===== src/rtl/multicycle_control_if.sv =====
// Control bundle between the multicycle main-control FSM and the MIPS datapath/memory.
// master = controller (drives strobes and selects), slave = datapath side (drives opcode, mem_ready).
// Purely combinational wiring; the mem_ready handshake stalls the controller in memory states.
interface multicycle_control_if #(
  parameter int OP_W = 6
);
  logic [OP_W-1:0] opcode;
  logic            mem_ready;
  logic            pc_write;
  logic            pc_write_cond;
  logic            iord;
  logic            mem_read;
  logic            mem_write;
  logic            ir_write;
  logic            mem_to_reg;
  logic            reg_dst;
  logic            reg_write;
  logic            alu_src_a;
  logic [1:0]      alu_src_b;
  logic [1:0]      alu_op;
  logic [1:0]      pc_source;
  logic            instr_done;
  logic            illegal;
  logic [3:0]      state;

  modport master (
    input  opcode, mem_ready,
    output pc_write, pc_write_cond, iord, mem_read, mem_write, ir_write,
           mem_to_reg, reg_dst, reg_write, alu_src_a, alu_src_b, alu_op,
           pc_source, instr_done, illegal, state
  );

  modport slave (
    output opcode, mem_ready,
    input  pc_write, pc_write_cond, iord, mem_read, mem_write, ir_write,
           mem_to_reg, reg_dst, reg_write, alu_src_a, alu_src_b, alu_op,
           pc_source, instr_done, illegal, state
  );
endinterface


===== src/rtl/multicycle_control.sv =====
// Multicycle MIPS main-control FSM: Moore strobes/selects registered from the next state.
// Latency: LW 5, SW 4, R 4, ADDI 4, BEQ 3, J 3 cycles; +1 per mem_ready=0 cycle in FETCH/MEMRD/MEMWR.
// Backpressure: mem_ready=0 holds FETCH/MEMRD/MEMWR with requests and iord stable.
// MC_CTRL_ILLEGAL_TRAP_EN: illegal opcode traps into HALT (held until reset) instead of acting as a NOP.
module multicycle_control #(
  parameter int              OP_W     = 6,
  parameter logic [OP_W-1:0] OP_RTYPE = OP_W'(0),
  parameter logic [OP_W-1:0] OP_LW    = OP_W'(35),
  parameter logic [OP_W-1:0] OP_SW    = OP_W'(43),
  parameter logic [OP_W-1:0] OP_BEQ   = OP_W'(4),
  parameter logic [OP_W-1:0] OP_ADDI  = OP_W'(8),
  parameter logic [OP_W-1:0] OP_J     = OP_W'(2)
) (
  input logic                  clk,
  input logic                  rst_n,
  multicycle_control_if.master bus
);

  typedef enum logic [3:0] {
    S_FETCH  = 4'd0,  S_DECODE = 4'd1,  S_MEMADR = 4'd2,  S_MEMRD  = 4'd3,
    S_MEMWB  = 4'd4,  S_MEMWR  = 4'd5,  S_EXEC   = 4'd6,  S_ALUWB  = 4'd7,
    S_BRANCH = 4'd8,  S_ADDIEX = 4'd9,  S_ADDIWB = 4'd10, S_JUMP   = 4'd11,
    S_HALT   = 4'd12
  } state_t;

  // Per-state control word; fetch/done_rdy mark outputs that also need mem_ready.
  typedef struct packed {
    logic       fetch;
    logic       pc_write;
    logic       pc_write_cond;
    logic       iord;
    logic       mem_read;
    logic       mem_write;
    logic       mem_to_reg;
    logic       reg_dst;
    logic       reg_write;
    logic       alu_src_a;
    logic [1:0] alu_src_b;
    logic [1:0] alu_op;
    logic [1:0] pc_source;
    logic       done;
    logic       done_rdy;
  } ctl_t;

  state_t state_q, state_d, state_nx;
  ctl_t   ctl_q, ctl_d;
  logic   is_sw_q, is_sw_d;
  logic   op_legal;

  // Opcode classification for the illegal pulse in DECODE
  always_comb begin
    op_legal = (bus.opcode == OP_RTYPE) || (bus.opcode == OP_LW) || (bus.opcode == OP_SW) ||
               (bus.opcode == OP_BEQ) || (bus.opcode == OP_ADDI) || (bus.opcode == OP_J);
  end

  // Next-state logic; reset overrides to FETCH so the registered outputs follow
  always_comb begin
    state_nx = state_q;
    is_sw_d  = is_sw_q;
    case (state_q)
      S_FETCH:  if (bus.mem_ready) state_nx = S_DECODE;
      S_DECODE: begin
        is_sw_d = (bus.opcode == OP_SW);
        if ((bus.opcode == OP_LW) || (bus.opcode == OP_SW)) state_nx = S_MEMADR;
        else if (bus.opcode == OP_RTYPE)                    state_nx = S_EXEC;
        else if (bus.opcode == OP_BEQ)                      state_nx = S_BRANCH;
        else if (bus.opcode == OP_ADDI)                     state_nx = S_ADDIEX;
        else if (bus.opcode == OP_J)                        state_nx = S_JUMP;
        else begin
`ifdef MC_CTRL_ILLEGAL_TRAP_EN
          state_nx = S_HALT;
`else
          state_nx = S_FETCH;
`endif
        end
      end
      S_MEMADR: state_nx = is_sw_q ? S_MEMWR : S_MEMRD;
      S_MEMRD:  if (bus.mem_ready) state_nx = S_MEMWB;
      S_MEMWB:  state_nx = S_FETCH;
      S_MEMWR:  if (bus.mem_ready) state_nx = S_FETCH;
      S_EXEC:   state_nx = S_ALUWB;
      S_ALUWB:  state_nx = S_FETCH;
      S_BRANCH: state_nx = S_FETCH;
      S_ADDIEX: state_nx = S_ADDIWB;
      S_ADDIWB: state_nx = S_FETCH;
      S_JUMP:   state_nx = S_FETCH;
      S_HALT: begin
`ifdef MC_CTRL_ILLEGAL_TRAP_EN
        state_nx = S_HALT;
`else
        state_nx = S_FETCH;
`endif
      end
      default:  state_nx = S_FETCH;
    endcase
    state_d = rst_n ? state_nx : S_FETCH;
  end

  // Control word of the state being entered, so outputs come straight from flops
  always_comb begin
    ctl_d = '0;
    case (state_d)
      S_FETCH:  begin ctl_d.fetch = 1'b1; ctl_d.mem_read = 1'b1; ctl_d.alu_src_b = 2'b01; end
      S_DECODE: ctl_d.alu_src_b = 2'b11;
      S_MEMADR: begin ctl_d.alu_src_a = 1'b1; ctl_d.alu_src_b = 2'b10; end
      S_MEMRD:  begin ctl_d.mem_read = 1'b1; ctl_d.iord = 1'b1; end
      S_MEMWB:  begin ctl_d.reg_write = 1'b1; ctl_d.mem_to_reg = 1'b1; ctl_d.done = 1'b1; end
      S_MEMWR:  begin ctl_d.mem_write = 1'b1; ctl_d.iord = 1'b1; ctl_d.done_rdy = 1'b1; end
      S_EXEC:   begin ctl_d.alu_src_a = 1'b1; ctl_d.alu_op = 2'b10; end
      S_ALUWB:  begin ctl_d.reg_dst = 1'b1; ctl_d.reg_write = 1'b1; ctl_d.done = 1'b1; end
      S_BRANCH: begin
        ctl_d.alu_src_a     = 1'b1;
        ctl_d.alu_op        = 2'b01;
        ctl_d.pc_write_cond = 1'b1;
        ctl_d.pc_source     = 2'b01;
        ctl_d.done          = 1'b1;
      end
      S_ADDIEX: begin ctl_d.alu_src_a = 1'b1; ctl_d.alu_src_b = 2'b10; end
      S_ADDIWB: begin ctl_d.reg_write = 1'b1; ctl_d.done = 1'b1; end
      S_JUMP:   begin ctl_d.pc_write = 1'b1; ctl_d.pc_source = 2'b10; ctl_d.done = 1'b1; end
      default:  ctl_d = '0;
    endcase
  end

  // State, store/load flag and control-word registers with synchronous reset
  always_ff @(posedge clk) begin
    if (!rst_n) begin
      state_q <= S_FETCH;
      is_sw_q <= 1'b0;
    end else begin
      state_q <= state_d;
      is_sw_q <= is_sw_d;
    end
    ctl_q <= ctl_d;
  end

  // Strobes are forced low while rst_n=0; selects fall back to FETCH values
  assign bus.pc_write      = rst_n & (ctl_q.pc_write | (ctl_q.fetch & bus.mem_ready));
  assign bus.ir_write      = rst_n & ctl_q.fetch & bus.mem_ready;
  assign bus.pc_write_cond = rst_n & ctl_q.pc_write_cond;
  assign bus.mem_read      = rst_n & ctl_q.mem_read;
  assign bus.mem_write     = rst_n & ctl_q.mem_write;
  assign bus.reg_write     = rst_n & ctl_q.reg_write;
  assign bus.iord          = rst_n & ctl_q.iord;
  assign bus.mem_to_reg    = rst_n & ctl_q.mem_to_reg;
  assign bus.reg_dst       = rst_n & ctl_q.reg_dst;
  assign bus.alu_src_a     = rst_n & ctl_q.alu_src_a;
  assign bus.alu_src_b     = rst_n ? ctl_q.alu_src_b : 2'b01;
  assign bus.alu_op        = rst_n ? ctl_q.alu_op    : 2'b00;
  assign bus.pc_source     = rst_n ? ctl_q.pc_source : 2'b00;
  assign bus.instr_done    = rst_n & (ctl_q.done | (ctl_q.done_rdy & bus.mem_ready));
  assign bus.illegal       = rst_n & (state_q == S_DECODE) & ~op_legal;
  assign bus.state         = state_q;

endmodule


===== src/flat_wrapper.sv =====
// flat-port wrapper written by rule: the top's interface ports become plain ports
module multicycle_control_flat 
#(
  parameter int              OP_W     = 6,
  parameter logic [OP_W-1:0] OP_RTYPE = OP_W'(0),
  parameter logic [OP_W-1:0] OP_LW    = OP_W'(35),
  parameter logic [OP_W-1:0] OP_SW    = OP_W'(43),
  parameter logic [OP_W-1:0] OP_BEQ   = OP_W'(4),
  parameter logic [OP_W-1:0] OP_ADDI  = OP_W'(8),
  parameter logic [OP_W-1:0] OP_J     = OP_W'(2)
)
  (clk, rst_n, bus_opcode, bus_mem_ready, bus_pc_write, bus_pc_write_cond, bus_iord, bus_mem_read, bus_mem_write, bus_ir_write, bus_mem_to_reg, bus_reg_dst, bus_reg_write, bus_alu_src_a, bus_alu_src_b, bus_alu_op, bus_pc_source, bus_instr_done, bus_illegal, bus_state);
  multicycle_control_if #(.OP_W(OP_W)) bus_i ();
  input logic clk;
  input logic rst_n;
  input wire logic [$bits(bus_i.opcode)-1:0] bus_opcode;
  input wire logic [$bits(bus_i.mem_ready)-1:0] bus_mem_ready;
  output wire logic [$bits(bus_i.pc_write)-1:0] bus_pc_write;
  output wire logic [$bits(bus_i.pc_write_cond)-1:0] bus_pc_write_cond;
  output wire logic [$bits(bus_i.iord)-1:0] bus_iord;
  output wire logic [$bits(bus_i.mem_read)-1:0] bus_mem_read;
  output wire logic [$bits(bus_i.mem_write)-1:0] bus_mem_write;
  output wire logic [$bits(bus_i.ir_write)-1:0] bus_ir_write;
  output wire logic [$bits(bus_i.mem_to_reg)-1:0] bus_mem_to_reg;
  output wire logic [$bits(bus_i.reg_dst)-1:0] bus_reg_dst;
  output wire logic [$bits(bus_i.reg_write)-1:0] bus_reg_write;
  output wire logic [$bits(bus_i.alu_src_a)-1:0] bus_alu_src_a;
  output wire logic [$bits(bus_i.alu_src_b)-1:0] bus_alu_src_b;
  output wire logic [$bits(bus_i.alu_op)-1:0] bus_alu_op;
  output wire logic [$bits(bus_i.pc_source)-1:0] bus_pc_source;
  output wire logic [$bits(bus_i.instr_done)-1:0] bus_instr_done;
  output wire logic [$bits(bus_i.illegal)-1:0] bus_illegal;
  output wire logic [$bits(bus_i.state)-1:0] bus_state;
  assign bus_i.opcode = bus_opcode;
  assign bus_i.mem_ready = bus_mem_ready;
  assign bus_pc_write = bus_i.pc_write;
  assign bus_pc_write_cond = bus_i.pc_write_cond;
  assign bus_iord = bus_i.iord;
  assign bus_mem_read = bus_i.mem_read;
  assign bus_mem_write = bus_i.mem_write;
  assign bus_ir_write = bus_i.ir_write;
  assign bus_mem_to_reg = bus_i.mem_to_reg;
  assign bus_reg_dst = bus_i.reg_dst;
  assign bus_reg_write = bus_i.reg_write;
  assign bus_alu_src_a = bus_i.alu_src_a;
  assign bus_alu_src_b = bus_i.alu_src_b;
  assign bus_alu_op = bus_i.alu_op;
  assign bus_pc_source = bus_i.pc_source;
  assign bus_instr_done = bus_i.instr_done;
  assign bus_illegal = bus_i.illegal;
  assign bus_state = bus_i.state;
  multicycle_control #(.OP_W(OP_W), .OP_RTYPE(OP_RTYPE), .OP_LW(OP_LW), .OP_SW(OP_SW), .OP_BEQ(OP_BEQ), .OP_ADDI(OP_ADDI), .OP_J(OP_J)) u_core (.clk(clk), .rst_n(rst_n), .bus(bus_i));
endmodule

===== config.mk =====
export PLATFORM = sky130hd
export DESIGN_NAME = multicycle_control_flat
export DESIGN_NICKNAME = d
export VERILOG_FILES = /design/src/rtl/multicycle_control_if.sv /design/src/rtl/multicycle_control.sv /design/src/flat_wrapper.sv
export SDC_FILE = /design/constraint.sdc
export NUM_CORES = 1
export LEC_CHECK = 0
export BUFFER_PORTS_ARGS = -buffer_cell sky130_fd_sc_hd__clkbuf_2
export CELL_PAD_IN_SITES_DETAIL_PLACEMENT = 0
export CELL_PAD_IN_SITES_GLOBAL_PLACEMENT = 1
export CORE_ASPECT_RATIO = 0.5
export CORE_UTILIZATION = 30
export DETAILED_ROUTE_END_ITERATION = 7
export GPL_TIMING_DRIVEN = 0
export PLACE_DENSITY = 0.66
export SLEW_MARGIN = 15
export SYNTH_ARGS = -nofsm -noshare
export SYNTH_HDL_FRONTEND = slang
export SYNTH_SLANG_ARGS = --single-unit

===== constraint.sdc =====
create_clock -name clk -period 3.1 [get_ports clk]
set_input_delay 0.775 -clock clk [delete_from_list [all_inputs] [get_ports clk]]
set_output_delay 0.775 -clock clk [all_outputs]
set_load 0.005 [all_outputs]

==> metrics, run 1 <==
status complete, no violations; # Max-Cap Violations 0; Mean Syn Cell Area 8.40 sq um; worst path cell trace buf_6 > or4b_4 > nor2_1 > and3_1 > clkbuf_2; Worst-path clk slew 0.08 ns; Antenna Nets Post-Route 0; critical path arrival 1.69 ns; Cell Area, Synth 1090 sq um; Final Hold Viols 0; Pwr per Cell Area 458 nW/um^2; Hold Crit Start u_core.is_sw_q; initial antenna violation count 0; TritonCTS Sinks 20; DR iter-0 viols 68; num rows 15; cts hold-fix bufs 0; final worst-path cycle share 79.5%; leading cell type in the layout, fill and taps excluded clkbuf_2; top area cells in the synthesized netlist dfxtp_1 (37%), and2_1 (6.3%), nor2_1 (5.2%); minimum clock period after layout 2.46 ns; DR vias/cell 4.61; crit path buf inv count 2; Fillers 389; clk buf depth 2; vias post-DR 982; total power 0.627 mW; worst setup path class register to output port; share of cells above drive strength 1 31.5%; Setup TNS 0 ns; top_reg_cell synth dfxtp_1; Worst slew margin 49.3%; H-tree level count 1; Synth area leader dfxtp_1; Netlist cell types 44; hold_ws 0.469 ns; leading cell types in the layout, fill and taps excluded clkbuf_2 (29), dfxtp_1 (20), nor2_1 (15), and2_1 (11), a21oi_1 (7); total track usage 13.0%; GRT overflow 0; CP max stage cell or4b_4; Async S/R FF share, synth 0%; worst vdd ir 0.177 mV; final slew viol count 0; pre-CTS setup slack 0.496 ns; post-DP HPWL 1.83 mm; Final Worst Setup Slack 0.636 ns; Hold Path Depth 2; pin count of the biggest net entering global routing 13; RSZ-0062 raised after global routing false; CTS tree yes; DIE AREA 3900 sq um; post-synthesis sequential area ratio 36.7%; initial core utilization 31.6%; Yosys reg bits 20; hold path endpoint u_core.is_sw_q; Die H 44.7 microns; Worst-Margin Slew 0.759 ns; Routed Wire Length 2.43 mm; slowest stage delay, CP 0.58 ns; Worst Reg-to-Reg Cells 7; r2r setup slk 0.71 ns; clk root buf clkbuf_8; Net count, final 172; Post-route DRC 0; Ant. Diodes 0; later-pin clock latency in the skew report 0.25 ns; FMAX 0.406 GHz; RR Endpoint u_core.ctl_q[9]; clk_skew 0.00879 ns; crit path capture type output port; RePlAce Congestion 0.731; first-pass GRT wire length 3.89 mm; Ports 31; syn nets 139; worst-path fanout max 10; Post-Syn Instances 130; die span in x 87.3 microns; kind of cell adding the most delay to the critical path simple AND/OR/NAND/NOR gates; IO Port Bufs 28; Reg2Reg Launch Point u_core.bus.state[2]; number of synthesized flops with an enable pin 0; Num CTS Buffers 3; min-delay worst type register to register; Setup violations, final 0; crit start category register; Syn. warnings 0; top cell type's share of synthesized area 36.7%; Layout area overhead 25.2%; Worst EP required 2.32 ns; core area 3450 sq um; drt first pass iters 4; WL per Instance 11.4 microns; # resized after CTS 0; vias in the first global route 809; Setup Fix Bufs, Post-CTS 0; Leak 0.594 nW
report_power, final:
part           internal [mW]  switching (mW)
Sequential             0.269         0.00524
Combinational         0.0390          0.0565
Clock                  0.172          0.0849
Total                  0.480           0.147
through the flow:
| step | std cells | instance area [sq um] | utilization, % |
|---|---|---|---|
| 2_1_floorplan | 130 | 1090 | - |
| 3_3_place_gp | 209 | 1300 | 37.5 |
| 3_5_place_dp | 209 | 1300 | 37.5 |
| 4_1_cts | 213 | 1370 | 39.6 |
| 5_1_grt | 213 | 1370 | 39.6 |
| 6_report | 213 | 1370 | 39.6 |
sequential cells by signal, indices dropped and copies added (netlist names):
| register | count |
|---|---|
| u_core.ctl_q | 15 |
| u_core.bus.state | 4 |
| u_core.is_sw_q | 1 |
cells by family (layout without fill, tap and decap cells):
kind of cell	Yosys count	after routing	share of synthesized area, %
buffers and inverters	16	48	7.56
AOI/OAI and AO/OA	25	25	17.1
and+or+nand+nor	64	64	34.5
muxes	2	2	1.83
DFF	20	20	36.7
xor gates and xnor gates	3	3	2.41
routing by layer:
layer | vias up | GRT usage, % | wire length, microns | part of all wire [%]
li1 | 510 | - | - | -
met1 | 451 | 19.3 | 1350 | 56
met2 | 19 | 19.4 | 985 | 41
met3 | 2 | 2.24 | 74 | 3.0
met4 | 0 | 2.95 | 19 | 0.78
met5 | - | 0 | 0 | 0
Yosys cell counts, types with 2 or more instances:
cell type  count
inv_1          6
mux2i_1        2
and3_1         3
a211oi_1       2
nor3_2         2
nand3_1        2
nand2b_1       6
nor3_1         3
a21oi_1        7
buf_4          3
or3_1          3
nor4_1         2
nand2_1        5
nand4_1        2
buf_2          2
and2_1        11
xor2_1         2
o21ai_0        6
nor2_1        15
dfxtp_1       20
clkbuf_1       3
worst max-delay path by stage:
stage                        startpoint  cells past startpoint          endpoint  slack, ns
floorplan                 bus_opcode[2]                      8  u_core.ctl_q[13]       0.70
detailed placement        bus_opcode[4]                      9   u_core.ctl_q[9]       0.50
global placement          bus_opcode[4]                      9   u_core.ctl_q[9]       0.50
CTS                               rst_n                      5  bus_pc_source[0]       0.60
global route        u_core.bus.state[2]                      7   u_core.ctl_q[9]       0.45
finish              u_core.bus.state[1]                      5       bus_illegal       0.64
tightest hold or removal path, stage by stage, from the launching register on:
cell     delay (ns)
dfxtp_1        0.32
nand2_1        0.06
a21oi_1        0.05
final cells by class:
type	instances	area (sq um)	share of cell area [%]
plain buffers	10	60.1	4.39
clock buffers	3	41.3	3.02
clock inverters	1	30.0	2.20
inverters	6	22.5	1.65
multi-input cells	94	609	44.6
flip-flops and latches	20	400	29.3
well taps	51	63.8	4.67
repair buffers	28	140	10.2
Power figures use the tool's default switching activity.
==> run 2: changes to the inputs <==
==> constraint.sdc (replaced) <==
create_clock -name clk -period 2.27 [get_ports clk]
set_input_delay 0.5675 -clock clk [delete_from_list [all_inputs] [get_ports clk]]
set_output_delay 0.5675 -clock clk [all_outputs]
set_load 0.005 [all_outputs]
==> run 2 against run 1 <==
  * Global-route usage unchanged
  * Setup slack got worse by 0.56 ns
  * Design area increased by 1.8%
  * Clock power increased by 37%
  * Worst hold slack improved by 0.0011 ns
  * Register-to-register slack got worse by 0.55 ns
  * Non-clock buffer count decreased by 1
  * Sequential cell count unchanged
==> metrics, run 2 (same netlist as run 1, synthesis figures left out) <==
initial antenna violation count 0 (unchanged); worst setup path class register to output port; Fillers 386 (-0.77%); Routed Wire Length 2.41 mm (-0.74%); Layout area overhead 27.5%; RR Endpoint u_core.ctl_q[13]; DR vias/cell 4.60 (-0.24%); Ant. Diodes 0 (unchanged); r2r setup slk 0.16 ns (-0.55 ns); total track usage 13.0% (unchanged); Worst-path clk slew 0.08 ns (about the same); first-pass GRT wire length 3.88 mm (-0.18%); CTS tree yes; Net count, final 171 (-0.58%); vias post-DR 975 (-0.71%); FF+latch area 403 sq um (+0.62%); pin count of the biggest net entering global routing 13 (unchanged); Worst-Margin Slew 0.575 ns (-0.184 ns); Inst Count DP 209 (unchanged); status complete, no violations; later-pin clock latency in the skew report 0.26 ns (about the same); final instance area 1390 sq um (+1.8%); Pwr per Cell Area 621 nW/um^2 (+35%); Worst Reg-to-Reg Cells 7 (unchanged); DIE AREA 3900 sq um (unchanged); crit start category register; Setup Fix Bufs, Post-CTS 0 (unchanged); Final Hold Viols 0 (unchanged); clk buf depth 2 (unchanged); critical path arrival 1.62 ns (-0.07 ns); WL per Instance 11.4 microns (-0.27%); hold path endpoint u_core.is_sw_q; multi-input logic area 637 sq um (+4.5%); core area 3450 sq um (unchanged); Worst EP required 1.70 ns (-0.62 ns); Antenna Nets Post-Route 0 (unchanged); Placed Area 1300 sq um (unchanged); Leak 0.594 nW (about the same); worst vdd ir 0.243 mV (+37%); TritonCTS Sinks 20 (unchanged); Final Worst Setup Slack 0.0777 ns (-0.558 ns); Final Util 40.3% (+0.72 points); post-DP HPWL 1.83 mm (unchanged); max reg flops 15 (unchanged); non-filler cells, final 212 (-0.47%); drt first pass iters 4 (unchanged); min-delay worst type register to register; Hold Crit Start u_core.is_sw_q; clk_skew 0.0102 ns (+0.00141 ns); Post-route DRC 0 (unchanged); H-tree level count 1 (unchanged); initial core utilization 31.6% (unchanged); die span in x 87.3 microns (unchanged); IO Port Bufs 28 (unchanged); crit path capture type output port; final worst-path cycle share 96.6%; RePlAce Congestion 0.731 (unchanged); Reg2Reg Launch Point u_core.bus.state[3]; Num CTS Buffers 3 (unchanged); Worst slew margin 61.7% (+12 points); vias in the first global route 806 (-0.37%); num rows 15 (unchanged); Hold Path Depth 2 (unchanged); Die H 44.7 microns (unchanged); Setup violations, final 0 (unchanged); pre-CTS setup slack -0.126 ns (-0.623 ns); Ports 31 (unchanged); hold_ws 0.470 ns (+0.00111 ns); leading cell type in the layout, fill and taps excluded clkbuf_2; share of cells above drive strength 1 34.8% (+3.3 points); FMAX 0.456 GHz; worst-path fanout max 10 (unchanged); # Max-Cap Violations 0 (unchanged); RSZ-0062 raised after global routing false; leading cell types in the layout, fill and taps excluded clkbuf_2 (29), dfxtp_1 (18), nor2_1 (13), and2_1 (11), a21oi_1 (7); DR iter-0 viols 66 (-2.9%); final slew viol count 0 (unchanged); clk root buf clkbuf_8; largest reg by FF count u_core.ctl_q; minimum clock period after layout 2.19 ns; GRT overflow 0 (unchanged)
[run 2: cell types whose count changed in the layout (fill, tap and decap cells not counted), sizes merged]
cell / previous run / this run
buf: 6 / 5
[run 2: how the worst max path moves through the flow]
stage	start	slack, ns	endpoint
3_5_place_dp	bus_opcode[4]	-0.13	u_core.ctl_q[9]
5_1_grt	u_core.bus.state[2]	0.02	u_core.ctl_q[9]
2_1_floorplan	bus_opcode[2]	0.08	u_core.ctl_q[13]
6_report	u_core.bus.state[3]	0.08	bus_illegal
4_1_cts	u_core.bus.state[0]	0.007	bus_illegal
3_3_place_gp	bus_opcode[4]	-0.13	u_core.ctl_q[9]
[run 2: area by class of cell]
class,count,area share [%]
buffer,9,3.95
clock buffer,3,2.96
clock inverter,1,2.16
inverter,6,1.62
multi-input combinational,94,45.7
sequential,20,28.9
tap,51,4.58
timing repair buffer,28,10.1
[run 2: layer usage]
metal / routed length (microns) / vias to the layer above / global-route usage [%]
li1: - / 511 / -
met1: 1320 / 437 / 19.2
met2: 981 / 25 / 19.5
met3: 90 / 2 / 2.24
met4: 14 / 0 / 2.95
met5: 0 / - / 0
[run 2: worst max-delay path: stages (launching register included)]
cell	delay, ns
dfxtp_1	0.32
buf_6	0.14
or4b_4	0.54
nor2_2	0.12
and3_1	0.15
clkbuf_2	0.10
[run 2: what timing repair did]
action | CTS | global route
hold buffers | 0 | 0
setup endpoints to repair | 5 | 9
pin swaps | 1 | 2
gates resized for setup | 1 | 9
gates cloned | 0 | 0
[run 2: where the power goes]
group	internal, mW	switching (mW)
clock	0.235	0.118
sequential	0.368	0.00854
combinational	0.0564	0.0790
[run 2: metrics by stage]
step / TNS [ns] / total power [mW]
after floorplan: 0 / 0.469
after global placement: -0.558 / 0.512
after detailed placement: -0.547 / 0.513
after CTS: 0 / 0.869
after global routing: 0 / 0.903
final: 0 / 0.864
==> run 3: changes to the inputs <==
--- a/config.mk
+++ b/config.mk
@@ -12,7 +12,7 @@
 export CORE_UTILIZATION = 30
 export DETAILED_ROUTE_END_ITERATION = 7
 export GPL_TIMING_DRIVEN = 0
-export PLACE_DENSITY = 0.66
+export PLACE_DENSITY = 0.69
 export SLEW_MARGIN = 15
 export SYNTH_ARGS = -nofsm -noshare
 export SYNTH_HDL_FRONTEND = slang
==> constraint.sdc (replaced) <==
create_clock -name clk -period 2 [get_ports clk]
set_input_delay 0.5 -clock clk [delete_from_list [all_inputs] [get_ports clk]]
set_output_delay 0.5 -clock clk [all_outputs]
set_load 0.005 [all_outputs]
==> run 3 against run 2 <==
  * The run now ends with negative setup slack left
  * Sequential power is 12% higher
  * Cell count is 4.7% higher
  * Die area stayed put
  * Via count is 6.3% higher
  * Clock power is 15% lower
  * Highest routed layer unchanged
==> metrics, run 3 (same netlist as run 1, synthesis figures left out) <==
vias in the first global route 845 (+4.8%); Leak 0.674 nW (+13%); Clock Power Share 32.5% (-8.3 points); Routed Wire Length 2.67 mm (+11%); violated checks negative setup slack; num rows 15 (unchanged); CTS tree yes; Final Worst Setup Slack -0.0332 ns (-0.111 ns); slowest stage delay, CP 0.59 ns (+0.05 ns); GRT overflow 0 (unchanged); Fillers 353 (-8.5%); non-filler cells, final 222 (+4.7%); minimum clock period after layout 2.03 ns; clk_skew 0.00521 ns (-0.00499 ns); DR vias/cell 4.67 (+1.5%); Net count, final 181 (+5.8%); Inst Count DP 209 (unchanged); worst vdd ir 0.212 mV (-13%); leading cell types in the layout, fill and taps excluded clkbuf_2 (28), dfxtp_1 (16), nor2_1 (13), buf_4 (13), and2_1 (11); clk root buf clkbuf_8; P_sw 0.241 mW (+18%); switching share of total power 26.2% (+2.5 points); worst path cell trace or4b_4 > nor2_2 > and3_1 > buf_2; RSZ-0062 raised after global routing true; RePlAce Congestion 0.728 (-0.40%); total track usage 12.9% (-0.014 points); pin count of the biggest net entering global routing 12 (-1); Post-route DRC 0 (unchanged); core area 3450 sq um (unchanged); initial antenna violation count 0 (unchanged); min-delay worst type register to register; worst-path fanout max 5 (-5); largest reg by FF count u_core.ctl_q; Worst EP required 1.50 ns (-0.20 ns); Setup violations, final 1 (+1); clk buf depth 2 (unchanged); Final Hold Viols 0 (unchanged); Worst slew margin 68.3% (+6.6 points); Antenna Nets Post-Route 0 (unchanged); hold_ws 0.500 ns (+0.0296 ns); max reg flops 15 (unchanged); Die H 44.7 microns (unchanged); crit start category register; Final Util 45.7% (+5.3 points); drt first pass iters 4 (unchanged); sequential power share 45.6% (+2.1 points); critical path arrival 1.53 ns (-0.09 ns); FMAX 0.492 GHz; H-tree level count 1 (unchanged); die span in x 87.3 microns (unchanged); worst setup path class register to output port; combinational share of power 21.9% (+6.2 points); CP max stage cell or4b_4; Ports 31 (unchanged); crit path capture type output port; TritonCTS Sinks 20 (unchanged); status finished with violations; WL per Instance 12.0 microns (+5.6%); later-pin clock latency in the skew report 0.25 ns (about the same); DR iter-0 viols 61 (-7.6%); post-DP HPWL 1.79 mm (-2.0%); IO Port Bufs 28 (unchanged); cts hold-fix bufs 0 (unchanged); first-pass GRT wire length 3.93 mm (+1.3%); vias post-DR 1036 (+6.3%); Power Internal 0.679 mW (+3.1%); Worst-path clk slew 0.07 ns (about the same); final worst-path cycle share 102%; final slew viol count 0 (unchanged); Num CTS Buffers 3 (unchanged); Worst-Margin Slew 0.473 ns (-0.102 ns); Layout area overhead 44.3%; Ant. Diodes 0 (unchanged); share of cells above drive strength 1 46.8% (+12 points); initial core utilization 31.6% (unchanged); Pwr per Cell Area 584 nW/um^2 (-5.9%); # Max-Cap Violations 0 (unchanged); leading cell type in the layout, fill and taps excluded clkbuf_2; DIE AREA 3900 sq um (unchanged)
[run 3: path summary, 6_finish.rpt]
kind                            start          endpoint  slack, ns  depth (start not counted)
setup / recovery  u_core.bus.state[3]       bus_illegal      -0.03                          4
hold / removal         u_core.is_sw_q    u_core.is_sw_q       0.50                          2
setup reg to reg  u_core.bus.state[3]  u_core.ctl_q[13]       0.05                          6
hold reg to reg        u_core.is_sw_q    u_core.is_sw_q       0.50                          2
[run 3: timing repair]
item / in CTS / in global routing
buffers inserted: 5 / 7
pin swaps: 4 / 7
gates cloned: 0 / 1
endpoints found under the setup margin: 14 / 16
resized for setup: 12 / 17
[run 3: power by group through the flow]
stage,logic (mW),registers (mW),clock network (mW)
floorplan,0.107,0.432,0
global placement,0.154,0.434,0
detailed placement,0.155,0.434,0
CTS,0.172,0.420,0.306
global route,0.220,0.421,0.326
finish,0.202,0.420,0.299
[run 3: area by class of cell]
class	instances	area, sq um	share of cell area, %
sequential	20	413	26.2
clock buffer	4	55.1	3.49
buffer	6	56.3	3.57
tap	51	63.8	4.05
inverter	6	22.5	1.43
multi-input combinational	95	723	45.9
timing repair buffer	40	243	15.4
[run 3: metrics by stage]
step	power, mW	TNS, ns	cell area, sq um	worst slack (ns)
CTS	0.898	-0.0455	1460	-0.0455
finish	0.921	-0.0332	1580	-0.0332
global route	0.968	-0.152	1580	-0.0893
detailed placement	0.589	-3.03	1330	-0.362
floorplan	0.539	0	1120	0.00238
global placement	0.588	-2.63	1330	-0.323
[run 3: worst max-delay path: cells and delay by family (launching register included)]
kind          cells  cell delay [ns]
buf+inv           1             0.10
flops             1             0.35
simple gates      3             0.83
[run 3: per-layer routing]
layer | share of wire (%) | track usage [%]
met2 | 46 | 19.8
met5 | 0 | 0
met4 | 1.1 | 3.93
met1 | 50 | 18.9
met3 | 2.7 | 1.87
